==> config.mk <==
export PLATFORM = sky130hd
export DESIGN_NAME = prince_sbox_layer_ctrl
export DESIGN_NICKNAME = d
export VERILOG_FILES = /design/src/rtl/prince_sbox_layer_ctrl.sv
export SDC_FILE = /design/constraint.sdc
export NUM_CORES = 1
export LEC_CHECK = 0
export CAP_MARGIN = 20
export CORE_AREA = 2 2 324 326
export DETAILED_ROUTE_END_ITERATION = 8
export DIE_AREA = 0 0 326 328
export SETUP_SLACK_MARGIN = 0.05
export SYNTH_ARGS = -nofsm -noshare
export SYNTH_HDL_FRONTEND = slang
export SYNTH_SLANG_ARGS = --single-unit
==> constraint.sdc <==
create_clock -name clk -period 1.8 [get_ports clk]
set_input_delay 0.36 -clock clk [delete_from_list [all_inputs] [get_ports clk]]
set_output_delay 0.36 -clock clk [all_outputs]
set_load 0.05 [all_outputs]
==> src/rtl/prince_sbox_layer_ctrl.sv <==
// Masked PRINCE inverse S-box layer sequencer.
// Feeds a 64-bit, 3-share state through a shared 16-bit FourSboxes datapath
// one group per cycle, tracks in-flight groups with a tag shift register that
// matches the datapath latency, and reassembles the shared result.
//
// Ports:
//   clk, rst_i                  clock, synchronous active-high reset
//   in_valid/in_ready/in_s1..3  state handshake from the round controller
//   out_valid/out_ready/out_s*  result handshake, out_err flags starvation
//   rnd_valid/rnd_ready/rnd_data  PRNG word stream (168 bits)
//   sbox_in1..3, sbox_r         datapath inputs (combinational, zero when idle)
//   sbox_out1..3                datapath outputs, SBOX_LAT cycles after input
module prince_sbox_layer_ctrl #(
  parameter int unsigned SBOX_LAT = 4
) (
  input  logic          clk,
  input  logic          rst_i,
  input  logic          in_valid,
  output logic          in_ready,
  input  logic [63:0]   in_s1,
  input  logic [63:0]   in_s2,
  input  logic [63:0]   in_s3,
  output logic          out_valid,
  input  logic          out_ready,
  output logic [63:0]   out_s1,
  output logic [63:0]   out_s2,
  output logic [63:0]   out_s3,
  output logic          out_err,
  input  logic          rnd_valid,
  output logic          rnd_ready,
  input  logic [167:0]  rnd_data,
  output logic [15:0]   sbox_in1,
  output logic [15:0]   sbox_in2,
  output logic [15:0]   sbox_in3,
  output logic [167:0]  sbox_r,
  input  logic [15:0]   sbox_out1,
  input  logic [15:0]   sbox_out2,
  input  logic [15:0]   sbox_out3
);

  localparam int unsigned SW = 16;
  localparam int unsigned NS = 4;
  localparam int unsigned IW = 2;

  typedef enum logic [1:0] {IDLE, ISSUE, DRAIN, HOLD} state_t;

  typedef struct packed {
    logic          valid;
    logic [IW-1:0] idx;
  } tag_t;

  state_t        state_q, state_d;
  logic [63:0]   s1_q, s2_q, s3_q;
  logic [63:0]   r1_q, r2_q, r3_q;
  logic [IW-1:0] k_q;
  logic          err_q;
  logic          in_ready_q, out_valid_q, rnd_ready_q;
  tag_t          tag_q [SBOX_LAT];

  logic          accept_c, release_c, issue_c, starve_c;
  logic          tag_busy_c, tag_busy_nxt_c;
  tag_t          push_c;
  tag_t          cap_c;

  assign cap_c = tag_q[SBOX_LAT-1];

  // Next state, issue gating and datapath drive; datapath inputs are zero
  // whenever no group is issued so no stale share lingers on the wires.
  always_comb begin
    state_d        = state_q;
    accept_c       = 1'b0;
    release_c      = 1'b0;
    issue_c        = 1'b0;
    starve_c       = 1'b0;
    tag_busy_c     = 1'b0;
    tag_busy_nxt_c = 1'b0;
    push_c         = '0;
    sbox_in1       = '0;
    sbox_in2       = '0;
    sbox_in3       = '0;
    sbox_r         = '0;

    for (int unsigned i = 0; i < SBOX_LAT; i++) begin
      tag_busy_c = tag_busy_c | tag_q[i].valid;
    end

    issue_c      = (state_q == ISSUE) && rnd_valid;
    starve_c     = tag_busy_c && !rnd_valid;
    push_c.valid = issue_c;
    push_c.idx   = k_q;

    // Occupancy after this edge's shift, used for the registered rnd_ready.
    tag_busy_nxt_c = issue_c;
    for (int unsigned i = 0; i + 1 < SBOX_LAT; i++) begin
      tag_busy_nxt_c = tag_busy_nxt_c | tag_q[i].valid;
    end

    if (issue_c) begin
      sbox_in1 = s1_q[SW*32'(k_q) +: SW];
      sbox_in2 = s2_q[SW*32'(k_q) +: SW];
      sbox_in3 = s3_q[SW*32'(k_q) +: SW];
      sbox_r   = rnd_data;
    end

    unique case (state_q)
      IDLE: begin
        if (in_valid) begin
          accept_c = 1'b1;
          state_d  = ISSUE;
        end
      end
      ISSUE: begin
        if (issue_c && (k_q == IW'(NS - 1))) begin
          state_d = DRAIN;
        end
      end
      DRAIN: begin
        if (!tag_busy_c) begin
          state_d = HOLD;
        end
      end
      HOLD: begin
        if (out_ready) begin
          release_c = 1'b1;
          state_d   = IDLE;
        end
      end
      default: state_d = IDLE;
    endcase
  end

  // State, share/result storage and in-flight tag tracking.
  always_ff @(posedge clk) begin
    if (rst_i) begin
      state_q     <= IDLE;
      s1_q        <= '0;
      s2_q        <= '0;
      s3_q        <= '0;
      r1_q        <= '0;
      r2_q        <= '0;
      r3_q        <= '0;
      k_q         <= '0;
      err_q       <= 1'b0;
      in_ready_q  <= 1'b1;
      out_valid_q <= 1'b0;
      rnd_ready_q <= 1'b0;
      for (int unsigned i = 0; i < SBOX_LAT; i++) begin
        tag_q[i] <= '0;
      end
    end else begin
      state_q     <= state_d;
      in_ready_q  <= (state_d == IDLE);
      out_valid_q <= (state_d == HOLD);
      rnd_ready_q <= (state_d == ISSUE) || tag_busy_nxt_c;

      tag_q[0] <= push_c;
      for (int unsigned i = 1; i < SBOX_LAT; i++) begin
        tag_q[i] <= tag_q[i-1];
      end

      if (issue_c) begin
        k_q <= k_q + IW'(1);
      end
      if (starve_c) begin
        err_q <= 1'b1;
      end

      if (accept_c) begin
        s1_q  <= in_s1;
        s2_q  <= in_s2;
        s3_q  <= in_s3;
        k_q   <= '0;
        err_q <= 1'b0;
      end

      // Datapath output lines up with the oldest tag entry.
      if (cap_c.valid) begin
        r1_q[SW*32'(cap_c.idx) +: SW] <= sbox_out1;
        r2_q[SW*32'(cap_c.idx) +: SW] <= sbox_out2;
        r3_q[SW*32'(cap_c.idx) +: SW] <= sbox_out3;
      end

      if (release_c) begin
        s1_q <= '0;
        s2_q <= '0;
        s3_q <= '0;
        r1_q <= '0;
        r2_q <= '0;
        r3_q <= '0;
      end
    end
  end

  assign in_ready  = in_ready_q;
  assign out_valid = out_valid_q;
  assign rnd_ready = rnd_ready_q;
  assign out_err   = err_q;
  assign out_s1    = r1_q;
  assign out_s2    = r2_q;
  assign out_s3    = r3_q;

endmodule

# After elaboration in Yosys (flattened, before gate mapping)
# Memory sizes are Yosys's and may differ from the RTL's.
# Index checks and enable logic that the tools add are counted.
[word_totals] register_bits=392 ramBits=12 in_bits=413 output_inout_bits=412 elab_cells=70 mem_count=1
[classes] add_sub_neg=2 eq_ne=6 n_shift=7 n_mux=23 bitwise_logic=10 reduce_logical=9
[mem_list] memory="tag_q" depth=4 width=3 read_ports=4 rd_ports_with_merged_regs=0 wr=4 line_no="58" source="tag_t tag_q [SBOX_LAT];"
[ops] op="$bwmux 64" count=3
[ops] op="$shiftx 16x34->64" count=3
[ops] op="$shiftx 64x7->16" count=3
[ops] op="$mux 168" count=1
[ops] op="$shift 16x34->64 const A" count=1
[ops] op="$mux 16" count=3
[ops] op="$neg 6->34" count=1
[ops] op="$mux 3" count=4
[ops] op="$or 1x1->1" count=10
[ops] op="$eq 2x2->1 const B" count=4
[ops] op="$mux 2" count=4
[ops] op="$pmux 2 s4" count=1
[ops] op="$mux 1" count=7
[ops] op="$eq 2x1->1 const B" count=2
[ops] op="$logic_not 2->1" count=2
[ops] op="$reduce_or 2->1" count=2
[ops] op="$logic_and 1x1->1" count=3
[ops] op="$add 2x1->2 const B" count=1
[ops] op="$logic_not 1->1" count=1
[ops] op="$logic_or 1x1->1" count=1

# Depth between registers and ports, before layout
[logic_depth] depth_word=7 mapped_depth=8 depth_no_buf=5

# Least setup slack after synthesis
# OpenSTA, ideal clock, no wires.
[synth_timing] kind="reg2out" from="register k_q[0]" to="output sbox_in1[10]" t_arrival_ns=1.579 required_time_ns=1.440 path_slack_ns=-0.139 stages_incl_launch_ff=5 n_path_buf=2 cell_sequence="dfxtp_1 -> buf_2 -> buf_2 -> mux4_2 -> and2_1"
[synth_via] elab_chain_len=2
[synth_rtl] item="from (decl)" line_no="55" source="logic [IW-1:0] k_q;"
[synth_rtl] item="from (signal assigned)" line_no="162" source="k_q <= k_q + IW'(1);"
[synth_rtl] item="$shiftx 64x7->16" line_no="99" source="sbox_in1 = s1_q[SW*32'(k_q) +: SW];"
[synth_rtl] item="$mux 16" line_no="98" source="if (issue_c) begin"
[synth_rtl] item="to (decl)" line_no="32" source="output logic [15:0] sbox_in1,"
# Every way passes these cells.

# Worst setup path after layout
[layout_timing] from="register k_q[0]" to="output sbox_in2[1]"
[layout_via] elab_chain_len=2
[layout_rtl] item="$shiftx 64x7->16" line_no="100" source="sbox_in2 = s2_q[SW*32'(k_q) +: SW];"
[layout_rtl] item="$mux 16" line_no="98"
[layout_rtl] item="to (decl)" line_no="33" source="output logic [15:0] sbox_in2,"
# Every way passes these cells.

==> results.yml <==
outcome:
  status: "complete, but fails checks"
  violations: "setup timing"
worst_setup_path:
  r2r-end: "k_q[1]"
  r2r_cells: 8
  cpPeakStageDelay_ps: 570
  worstPathArrival_ps: 2250
  cp_slowest_cell: "mux4_2"
  regToRegSetupSlack_ps: 90
  cp_top_family: "multiplexers"
  cp_common_cell: "buf_12"
  path_max_fanout: 13
  critical_path.reg2reg.startpoint: "state_q[1]"
  path_cells: "buf_12 > buf_12 > mux4_2 > and2_4 > buf_12"
  worst_ep_required_time_ps: 1440
  crit_type: "register to primary output"
  crit_buf_inv: 3
  endpoint_kind: "primary output"
  crit_path_start_kind: "register"
cts:
  cts_buffer_depth: 3
  cts_made_buffers: 46
  cts_tree: "done"
  cts_root_buf: "clkbuf_16"
  clk_latency_ps: 590
  cts_sinks: 404
  holdBufCountCts: 0
  h-tree-depth: 2
  cts.clk_slew.worst_paths_ps: 70
yosys:
  synth_common_cells: "404 x dfxtp_1, 389 x nand2_1, 218 x and2_1, 196 x a21oi_1"
  yosysMostFrequentCell: "dfxtp_1"
  synth_area_per_cell_sq_um: 8.85
  ys.flop_type: "dfxtp_1"
  synth_top_area_share_pct: 48.8
  ys_warn_count: 0
  synth_edf_count: 0
  synth_cell_types: 32
  ys_ff_latch: 404
  synth_top_area_cell: "dfxtp_1"
  ys_top_cells_by_area: "dfxtp_1 49%, a32oi_1 10%, nand2_1 8.8%, and2_1 8.2%, mux4_2 6.5%"
  seq_area_frac_synth_pct: 48.8
  synth_nets: 2291
  syn_inst: 1872
  syn_area_sq_um: 16600
  async_flop_share_pct: 0
layout:
  instances_no_fill: 4166
  final_core_utilization_pct: 31.1
  syn2layout_area_growth_pct: 93.6
  fin_area_sq_um: 32100
  layout-drive-gt1-share_pct: 34.6
  nets: 3173
floorplan:
  rows: 118
  core_area_sq_um: 103000
  die_w_microns: 326
  initial_core_util_pct: 16.0
  ios: 825
  die_h_microns: 328
  dieArea_sq_um: 107000
power_and_ir_drop:
  total_power_mw: 22.9
  vdd_ir_drop_max_mv: 0.545
  cellPowerDensity_nw_per_um2: 713
  leakage_nw: 12.4
grt:
  gr-total-overflow: 0
  grt_pass1_vias: 17248
  grt_pass1_wl_microns: 121000
  grt_max_degree: 49
  grt.total_usage_pct: 15.3
  antenna_found_initial: 14
routing:
  drt-met1-wl_microns: 38100
  ant_nets: 0
  drc: 0
  firstDrtPassIters: 5
  drtIter0Drc: 1242
  top_layer: "met5"
  vias_per_cell: 4.20
  wl_met3_microns: 7710
  num_vias: 17515
  wl_per_cell_microns: 20.8
  wl_microns: 86800
  routed-wl-met2_microns: 39300
timing:
  finalSetupTns_ps: -143820
  worst_pin_slew_ps: 404
  setup-violations-final: 216
  maxClockFrequency_mhz: 383
  max_slew_margin_pct: 73.0
  final_max_slew_viol_count: 0
  setup_ws_ps: -808
  finClkSkew_ps: 15.4
  min_period_over_period_pct: 145
  rsz0062_at_grt: "true"
  hold_violations: 0
  min_period_ps: 2610
  hold-worst-slack_ps: 313
worst_hold_path:
  hp-class: "input pin to register"
  hp-start: "in_s3[9]"
  hold_path_end: "s3_q[9]"
  min_delay_path_depth: 3
job:
  max-cap-violations: 0
placement:
  numPortBuffers: 824
  post_dp_cell_area_sq_um: 29200
  dpl_worst_slack_ps: -623
  place.gp.congestion: 0.932
  dpl.cell_count: 4026
  dpl.hpwl_microns: 64400
[per-layer routing]
layer / GRT usage (%) / vias up
met2: 23.7 / 705
met3: 5.10 / 108
li1: - / 8239
met4: 3.42 / 18
met1: 20.4 / 8445
met5: 0 / -
[worst min-delay path: stages]
cell,delay (ps)
clkdlybuf4s50_1,400
nand2_1,50
a21oi_1,50
[kinds of logic after synthesis]
| group | Yosys count | share of synthesized area (%) |
|---|---|---|
| AO/OA/AOI/OAI | 393 | 16.3 |
| XOR/XNOR | 1 | 0.0529 |
| adder cells (fa/ha/maj) | 6 | 0.453 |
| buffers and inverters | 191 | 5.00 |
| flip-flops | 404 | 48.8 |
| multiplexers | 50 | 6.66 |
| AND/OR/NAND/NOR | 827 | 22.7 |
[repair_timing]
item                                    in CTS  in global routing
setup buffers                               30                 12
endpoints found under the setup margin     216                308
pin swaps                                  113                 34
cloned                                      21                  5
gates resized for setup                    244                 26
[area by class of cell]
class / instances / area (sq um)
antenna: 3 / 7.51
multi-input combinational: 1278 / 8230
tap: 1380 / 1730
clock buffer: 64 / 1320
clock inverter: 13 / 154
sequential: 404 / 8100
fill: 10643 / 71100
inverter: 5 / 18.8
timing repair buffer: 1019 / 12500
[worst max-delay path by stage]
| stage | startpoint | endpoint | cells after the start |
|---|---|---|---|
| 6_report | k_q[0] | sbox_in2[1] | 5 |
| 2_1_floorplan | k_q[0] | sbox_in2[11] | 4 |
| 5_1_grt | k_q[0] | sbox_in2[1] | 5 |
| 3_3_place_gp | rnd_valid | sbox_r[127] | 6 |
| 3_5_place_dp | rnd_valid | sbox_r[128] | 6 |
| 4_1_cts | k_q[0] | sbox_in3[2] | 5 |
[cells in the final DEF, fill, tap and decap left out, drive strengths merged, types with 3 or more instances in the layout]
cell type and n:
buf 603, clkdlybuf4s50 412, dfxtp 404, nand2 389, and2 218, a21oi 196, a32oi 192, nor2 192
clkbuf 68, mux4 48, nor2b 13, inv 9, ha 6, nor3 5, clkinv 5, diode 3
and3b 3
[state kept, by name, summed over array words and instances (netlist names)]
signal,cells
in_ready,1
k_q,2
out_err,1
out_s1,64
out_s2,64
out_s3,64
out_valid,1
rnd_ready,1
s1_q,64
s2_q,64
s3_q,64
state_q,2
tag_q,12
[where the power goes]
part	internal, mW	switching (mW)	total [mW]
logic	2.28	1.97	4.25
clock network	5.40	3.89	9.29
registers	9.20	0.137	9.34
(Power assumes the default switching activity.)
